File: src/rtl/spi_adc_scanner.sv
// Round-robin SPI master for a multi-channel serial ADC: each frame sends a
// start/single-ended/channel command and returns one channel-tagged sample.
module spi_adc_scanner #(
  parameter int DATA_W  = 12,
  parameter int CH_N    = 4,
  parameter int CH_W    = 2,
  parameter int FRAME_W = 16,
  parameter int CLK_DIV = 4,
  parameter int GAP_CYC = 2
) (
  input  logic              clk,
  input  logic              reset,
  input  logic              enable,
  input  logic              single,
  input  logic [CH_N-1:0]   ch_mask,
  input  logic              MISO,
  output logic              MOSI,
  output logic              SCK,
  output logic              CS,
  output logic [DATA_W-1:0] o_DATA,
  output logic [CH_W-1:0]   o_CH,
  output logic              DATA_VALID,
  output logic              busy
);

  localparam int CNT_MAX = (CLK_DIV > GAP_CYC) ? CLK_DIV : GAP_CYC;
  localparam int CNT_W   = $clog2(CNT_MAX + 1);
  localparam int BIT_W   = $clog2(FRAME_W);

  typedef enum logic [2:0] {
    IDLE  = 3'd0,
    SETUP = 3'd1,
    SHIFT = 3'd2,
    HOLD  = 3'd3,
    GAP   = 3'd4
  } state_t;

  state_t             state_q;
  logic [CNT_W-1:0]   cnt_q;
  logic [BIT_W-1:0]   bit_q;
  logic               sck_hi_q;
  logic [CH_W-1:0]    ch_q;
  logic [CH_W-1:0]    ptr_q;
  logic               pend_q;
  logic [DATA_W-1:0]  shreg_q;
  logic               cs_q;
  logic               sck_q;
  logic               mosi_q;
  logic [DATA_W-1:0]  data_q;
  logic [CH_W-1:0]    och_q;
  logic               dv_q;
  logic               busy_q;

  logic               start_d;
  logic [CH_W-1:0]    sel_ch_d;
  logic [FRAME_W-1:0] cmd_d;
  logic [BIT_W-1:0]   nxt_bit_d;
  logic [CH_W-1:0]    nxt_ptr_d;
  logic               div_end_d;
  logic               gap_end_d;

  // Lowest enabled channel at or above ptr, otherwise wrap to the lowest enabled one.
  function automatic logic [CH_W-1:0] pick_ch(input logic [CH_N-1:0] mask,
                                              input logic [CH_W-1:0] ptr);
    logic [CH_W-1:0] sel;
    logic            found;
    sel   = '0;
    found = 1'b0;
    for (int i = 0; i < CH_N; i++) begin
      if (!found && mask[i] && (i >= int'(ptr))) begin
        sel   = CH_W'(i);
        found = 1'b1;
      end
    end
    for (int i = 0; i < CH_N; i++) begin
      if (!found && mask[i]) begin
        sel   = CH_W'(i);
        found = 1'b1;
      end
    end
    return sel;
  endfunction

  function automatic logic [FRAME_W-1:0] cmd_word(input logic [CH_W-1:0] ch);
    logic [FRAME_W-1:0] w;
    w    = '0;
    w[0] = 1'b1;
    w[1] = 1'b1;
    for (int j = 0; j < CH_W; j++) begin
      w[2+j] = ch[CH_W-1-j];
    end
    return w;
  endfunction

  // Frame-start decision, channel selection and command lookup.
  always_comb begin
    start_d   = (ch_mask != '0) && (enable || single || pend_q);
    sel_ch_d  = pick_ch(ch_mask, ptr_q);
    cmd_d     = cmd_word(ch_q);
    nxt_bit_d = bit_q + 1'b1;
    div_end_d = (cnt_q == CNT_W'(CLK_DIV - 1));
    gap_end_d = (cnt_q == CNT_W'(GAP_CYC - 1));
    if (ch_q == CH_W'(CH_N - 1)) begin
      nxt_ptr_d = '0;
    end else begin
      nxt_ptr_d = ch_q + 1'b1;
    end
  end

  // Scanner FSM with all pin and result outputs registered.
  always_ff @(posedge clk or posedge reset) begin
    if (reset) begin
      state_q  <= IDLE;
      cnt_q    <= '0;
      bit_q    <= '0;
      sck_hi_q <= 1'b0;
      ch_q     <= '0;
      ptr_q    <= '0;
      pend_q   <= 1'b0;
      shreg_q  <= '0;
      cs_q     <= 1'b1;
      sck_q    <= 1'b0;
      mosi_q   <= 1'b0;
      data_q   <= '0;
      och_q    <= '0;
      dv_q     <= 1'b0;
      busy_q   <= 1'b0;
    end else begin
      dv_q <= 1'b0;
      case (state_q)
        IDLE: begin
          pend_q <= 1'b0;
          if (start_d) begin
            state_q <= SETUP;
            cnt_q   <= '0;
            ch_q    <= sel_ch_d;
            cs_q    <= 1'b0;
            sck_q   <= 1'b0;
            mosi_q  <= 1'b1;
            busy_q  <= 1'b1;
          end
        end
        SETUP: begin
          pend_q <= pend_q | single;
          if (div_end_d) begin
            state_q  <= SHIFT;
            cnt_q    <= '0;
            bit_q    <= '0;
            sck_hi_q <= 1'b0;
          end else begin
            cnt_q <= cnt_q + 1'b1;
          end
        end
        SHIFT: begin
          pend_q <= pend_q | single;
          if (!div_end_d) begin
            cnt_q <= cnt_q + 1'b1;
          end else begin
            cnt_q <= '0;
            if (!sck_hi_q) begin
              // MISO is captured on the same edge that raises SCK.
              sck_q    <= 1'b1;
              sck_hi_q <= 1'b1;
              shreg_q  <= {shreg_q[DATA_W-2:0], MISO};
            end else if (bit_q == BIT_W'(FRAME_W - 1)) begin
              state_q  <= HOLD;
              sck_q    <= 1'b0;
              sck_hi_q <= 1'b0;
              mosi_q   <= 1'b0;
            end else begin
              bit_q    <= nxt_bit_d;
              sck_q    <= 1'b0;
              sck_hi_q <= 1'b0;
              mosi_q   <= cmd_d[nxt_bit_d];
            end
          end
        end
        HOLD: begin
          pend_q <= pend_q | single;
          if (div_end_d) begin
            state_q <= GAP;
            cnt_q   <= '0;
            cs_q    <= 1'b1;
            data_q  <= shreg_q;
            och_q   <= ch_q;
            dv_q    <= 1'b1;
            ptr_q   <= nxt_ptr_d;
          end else begin
            cnt_q <= cnt_q + 1'b1;
          end
        end
        GAP: begin
          if (!gap_end_d) begin
            cnt_q  <= cnt_q + 1'b1;
            pend_q <= pend_q | single;
          end else if (start_d) begin
            // A single arriving here is absorbed by the start it coincides with.
            state_q <= SETUP;
            cnt_q   <= '0;
            ch_q    <= sel_ch_d;
            cs_q    <= 1'b0;
            sck_q   <= 1'b0;
            mosi_q  <= 1'b1;
            pend_q  <= 1'b0;
          end else begin
            state_q <= IDLE;
            cnt_q   <= '0;
            busy_q  <= 1'b0;
            pend_q  <= 1'b0;
          end
        end
        default: begin
          state_q <= IDLE;
          cnt_q   <= '0;
          cs_q    <= 1'b1;
          sck_q   <= 1'b0;
          mosi_q  <= 1'b0;
          busy_q  <= 1'b0;
          pend_q  <= 1'b0;
        end
      endcase
    end
  end

  assign CS         = cs_q;
  assign SCK        = sck_q;
  assign MOSI       = mosi_q;
  assign o_DATA     = data_q;
  assign o_CH       = och_q;
  assign DATA_VALID = dv_q;
  assign busy       = busy_q;

endmodule

File: config.mk
export PLATFORM = sky130hd
export DESIGN_NAME = spi_adc_scanner
export DESIGN_NICKNAME = d
export VERILOG_FILES = /design/src/rtl/spi_adc_scanner.sv
export SDC_FILE = /design/constraint.sdc
export NUM_CORES = 1
export LEC_CHECK = 0
export CORE_MARGIN = 2
export CORE_UTILIZATION = 49
export DETAILED_ROUTE_END_ITERATION = 16
export PLACE_DENSITY = 0.75
export SETUP_SLACK_MARGIN = 0.2
export SLEW_MARGIN = 10
export SYNTH_ARGS = -nofsm -noshare
export SYNTH_HDL_FRONTEND = slang
export SYNTH_SLANG_ARGS = --single-unit
File: constraint.sdc
create_clock -name clk -period 1.7 [get_ports clk]
set_input_delay 0.34 -clock clk [delete_from_list [all_inputs] [get_ports clk]]
set_output_delay 0.34 -clock clk [all_outputs]
set_load 0.02 [all_outputs]
* Yosys cells after proc, flatten, opt, wreduce, memory -nomap -nowiden
Index checks and enable logic that the tools add are counted.
Storage, ports and cells: flip-flop bits (word level) 47, bits of input ports 9, output and inout port bits 19
Operators by class: add/subtract/negate cells 3, order comparisons 4, equality and inequality tests 17, mux-type cells 63, bitwise operators 5, reductions and logical operators 37
Operators by type and width (count):
- $mux W3 | 10
- $mux W1 | 29
- $mux W2 | 9
- $ne A2 B2 Y1 const B | 9
- $mux W4 | 4
- $pmux W3 S5 | 1
- $pmux W1 S4 | 3
- $reduce_and A3 Y1 | 4
- $logic_and A1 B1 Y1 | 11
- $eq A3 B2 Y1 const B | 3
- $pmux W3 S3 | 1
- $pmux W4 S2 | 1
- $reduce_and A4 Y1 | 2
- $logic_not A1 Y1 | 7
- $reduce_and A7 Y1 | 1
- $eq A3 B1 Y1 const B | 2
- $lt A4 B5 Y1 const B | 1
- $reduce_and A5 Y1 | 1
- $add A4 B1 Y4 const B | 1
- $bmux W1 S4 | 1
- $eq A4 B4 Y1 const B | 1
- $ge A1 B2 Y1 const A | 2
- $not A1 Y1 | 4
- $pmux W1 S2 | 2
- 15 further kinds | 19

* Logic depth before layout (Yosys ltp)
Gate-level depths: netlist of the first run.
depth after elaboration 29, mapped depth 7, mapped depth without buffers 6

* Least setup slack after synthesis of the first run
OpenSTA, ideal clock, no wires.
path type reg2reg, from register cnt_q[0], to register data_q[10] (netlist: o_DATA[10]), setup time 128 ps, data arrival time 1726 ps, data required time 1572 ps, path slack -153 ps, stages on the path, launching flop included 7, buffers on the path 1, period minus slack after synthesis 1853 ps, cells stage by stage dfrtp_1 > ha_1 > ha_1 > and2b_1 > nand3_4 > buf_2 > mux2_1
On the way: word-level cells in the longest chain between the ends 2
RTL lines:
- start, declared | line 39 | logic [CNT_W-1:0] cnt_q;
- start signal, assigned | line 151 | cnt_q <= cnt_q + 1'b1;
- start signal, assigned | line 157 | cnt_q <= cnt_q + 1'b1;
- start signal, assigned | line 189 | cnt_q <= cnt_q + 1'b1;
- $eq A3 B2 Y1 | line 101 | div_end_d = (cnt_q == CNT_W'(CLK_DIV - 1));
- $reduce_and A2 Y1 (no source line)
- end signal, assigned | line 184 | data_q <= shreg_q;
- end, declared | line 49 | logic [DATA_W-1:0] data_q;
Every way passes these cells. A chain may end at the register's enable or synchronous reset.

* Worst setup path in the final report of the first run
from register cnt_q[0], to register data_q[1] (netlist: o_DATA[1])
Same word-level chain as after synthesis.

==> reports/qor.yml, run 1 <==
synth_top_area_share_pct: 53.30
multiInputGateArea_sq_mm: 0.001117
synth.yosys.warnings: 0
endpoint_kind: "register"
clock_latency_ps: 300
dpl_cell_area_sq_mm: 0.002754
grt_pass1_vias: 1707
fmax_ghz: 0.5898
finalClockSkew_ps: 6.290
syn-cell-area_sq_mm: 0.002160
cts_buffer_depth: 2
post-route-util_pct: 71.59
place_congestion: 0.8579
rows: 24
yosysMostFrequentCell: "dfrtp_1"
grt_setup_unrepaired: "true"
p_per_area_mw_per_mm2: 612.2
crit_required_ps: 1890
cts.clk_slew.worst_paths_ps: 90
io_buffers: 27
routed_wl_microns: 5179
hp-class: "input pin to async pin"
peakVddDrop_v: 0.0005162
antenna_found_initial: 0
outcome: "finished clean"
drv_cap: 0
synthCells: 183
tritoncts: "yes"
postCtsHoldBufs: 0
finalSetupViolations: 0
synth.distinct_cells: 38
coreArea_sq_mm: 0.004294
slew_headroom_pct: 75.77
worstSetupPathType: "register to register"
netlist.top_cell.by_area: "dfrtp_1"
fillers: 302
synth_edf_count: 0
critPathMaxFanout: 8
die-area_sq_mm: 0.004954
leakagePower_nw: 1.517
fin_crit_ps: 1695
antennaDiodeCount: 0
synthTopCellsByArea: "dfrtp_1 53%, mux2_1 15%, ha_1 3.5%"
via_per_inst: 5.433
crit_arrival_ps: 1880
ctsRootBufferMaster: "clkbuf_8"
cts_buffers: 5
drt_iter0_markers: 63
worst_pin_slew_ps: 362.9
dp_hpwl_microns: 3185
die_y_microns: 70.39
worstSetupStartpointType: "register"
seq_area_frac_synth_pct: 54.52
synth_ff_type: "dfrtp_1"
first_pass_iters: 4
cts.sinks: 47
areaGrowthSynthToFinish_pct: 42.35
die_width_microns: 70.39
wl_met2_microns: 2712
routedWlPerCell_microns: 17.26
pin_count: 28
synth.avg_cell_area_sq_um: 11.80
slew_viol_final: 0
syn_nets: 198
grt_pass1_wl_microns: 8521
start_util_pct: 50.29
final_area_sq_mm: 0.003074
synth_common_cells: "46 x dfrtp_1, 28 x mux2_1, 12 x a21oi_1"
grt_overflow: 0
vias: 1630
period_share_pct: 99.73
async_flop_share_pct: 100.0
grt_max_degree: 17
dpl.cell_count: 282
wl_met1_microns: 2225
drive_gt1_share_pct: 39.52
finalHoldViolCount: 0
place_ws_ps: -255.2
htree_num_levels: 2
drcViolationCount: 0
final_cells: 300
nets: 262
seqCellArea_sq_mm: 0.001180
top_layer: "met4"
grtUsageTotal_pct: 22.31
setup_ws_ps: 4.613
met3WireLength_microns: 178
ant_nets: 0
ys_ff_latch: 47
[kinds of logic (layout without fill, tap and decap cells)]
kind of cell / count (synthesis) / count (layout) / share of synthesized area (%)
flops: 47 / 47 / 54.52
compound gates: 39 / 39 / 10.78
buf+inv: 15 / 80 / 3.186
fa+ha+maj: 6 / 6 / 3.476
simple gates: 43 / 43 / 11.24
xor+xnor: 2 / 2 / 0.8113
mux: 31 / 31 / 15.99
[final timing paths]
kind                                           start                     end  slack [ps]  depth (start not counted)
worst max-delay path            cnt_q[0]$_DFFE_PP0N_   o_DATA[1]$_DFFE_PP0P_           5                          6
worst min-delay path                           reset     o_CH[1]$_DFFE_PP0P_         320                          2
worst max register to register  cnt_q[0]$_DFFE_PP0N_   o_DATA[1]$_DFFE_PP0P_           5                          6
worst min register to register      pend_q$_DFF_PP0_        pend_q$_DFF_PP0_         490                          1
max in group asynchronous                      reset  o_DATA[11]$_DFFE_PP0P_         850                          3
min in group clk                    pend_q$_DFF_PP0_        pend_q$_DFF_PP0_         490                          1
[layout by cell type, fill, tap and decap left out, drive strengths merged, types with 3 or more instances in the layout]
| master | count |
|---|---|
| ha | 6 |
| buf | 34 |
| mux2 | 28 |
| mux2i | 3 |
| a21oi | 12 |
| o21ai | 13 |
| o211ai | 3 |
| o21a | 3 |
| clkbuf | 8 |
| nand3 | 6 |
| nor3 | 4 |
| dfrtp | 46 |
| clkdlybuf4s50 | 5 |
| nand2 | 8 |
| inv | 10 |
| nor2 | 12 |
| dlygate4sd2 | 20 |
| nand2b | 4 |
[final cells by class]
cell class / count / area share, %
multi-input cells: 121 / 36.35
inverters: 10 / 1.302
well taps: 52 / 2.116
repair buffers: 62 / 19.09
flip-flops and latches: 47 / 38.38
clock inverters: 2 / 0.4070
clock buffers: 6 / 2.361
[timing repair]
action / in CTS / in global routing
pin swaps: 8 / 5
hold endpoints to repair: 0 / 0
cloned: 2 / 0
setup buffers: 5 / 3
resized for setup: 53 / 13
setup endpoints to repair: 60 / 43
[sequential cells by signal (all words and copies together) (netlist names)]
register and flops:
bit_q 4, ptr_q 2, sck_hi_q 1, ch_q 2, pend_q 1, SCK 1, busy 1, state_q 3
CS 1, shreg_q 12, DATA_VALID 1, o_CH 2, cnt_q 3, o_DATA 12, MOSI 1
[critical path: stages, from the launching register on]
cell	delay [ps]
dfrtp_1	420
ha_4	190
ha_4	170
and2b_2	220
nand3_4	110
buf_12	160
mux2_4	300
[power by group]
part / internal [mW] / total (mW) / switching, mW
registers: 1.12 / 1.13 / 0.00713
logic: 0.0407 / 0.0819 / 0.0412
clock network: 0.288 / 0.669 / 0.381
[per-layer routing]
layer / vias to the layer above / track usage, %
met3: 7 / 4.618
met1: 809 / 28.36
met4: 0 / 5.769
met5: - / 0
met2: 36 / 38.68
li1: 778 / -
[through the flow]
| stage | hold slack, ps | power, mW | setup TNS [ps] |
|---|---|---|---|
| global route | 357.8 | 1.958 | -130.6 |
| floorplan | 451.9 | 1.179 | -944.5 |
| global placement | 461.7 | 1.225 | -1768 |
| finish | 317.9 | 1.882 | 0 |
| detailed placement | 468.2 | 1.226 | -1835 |
| CTS | 338.1 | 1.879 | -34.15 |
No activity file was read; power rests on OpenSTA's default activity.
==> run 2, diff against run 1 <==
Settings changed: GPL_ROUTABILITY_DRIVEN set to 0.
==> results of run 2 <==
Final layout, timing and power as in run 1 (identical DEF).
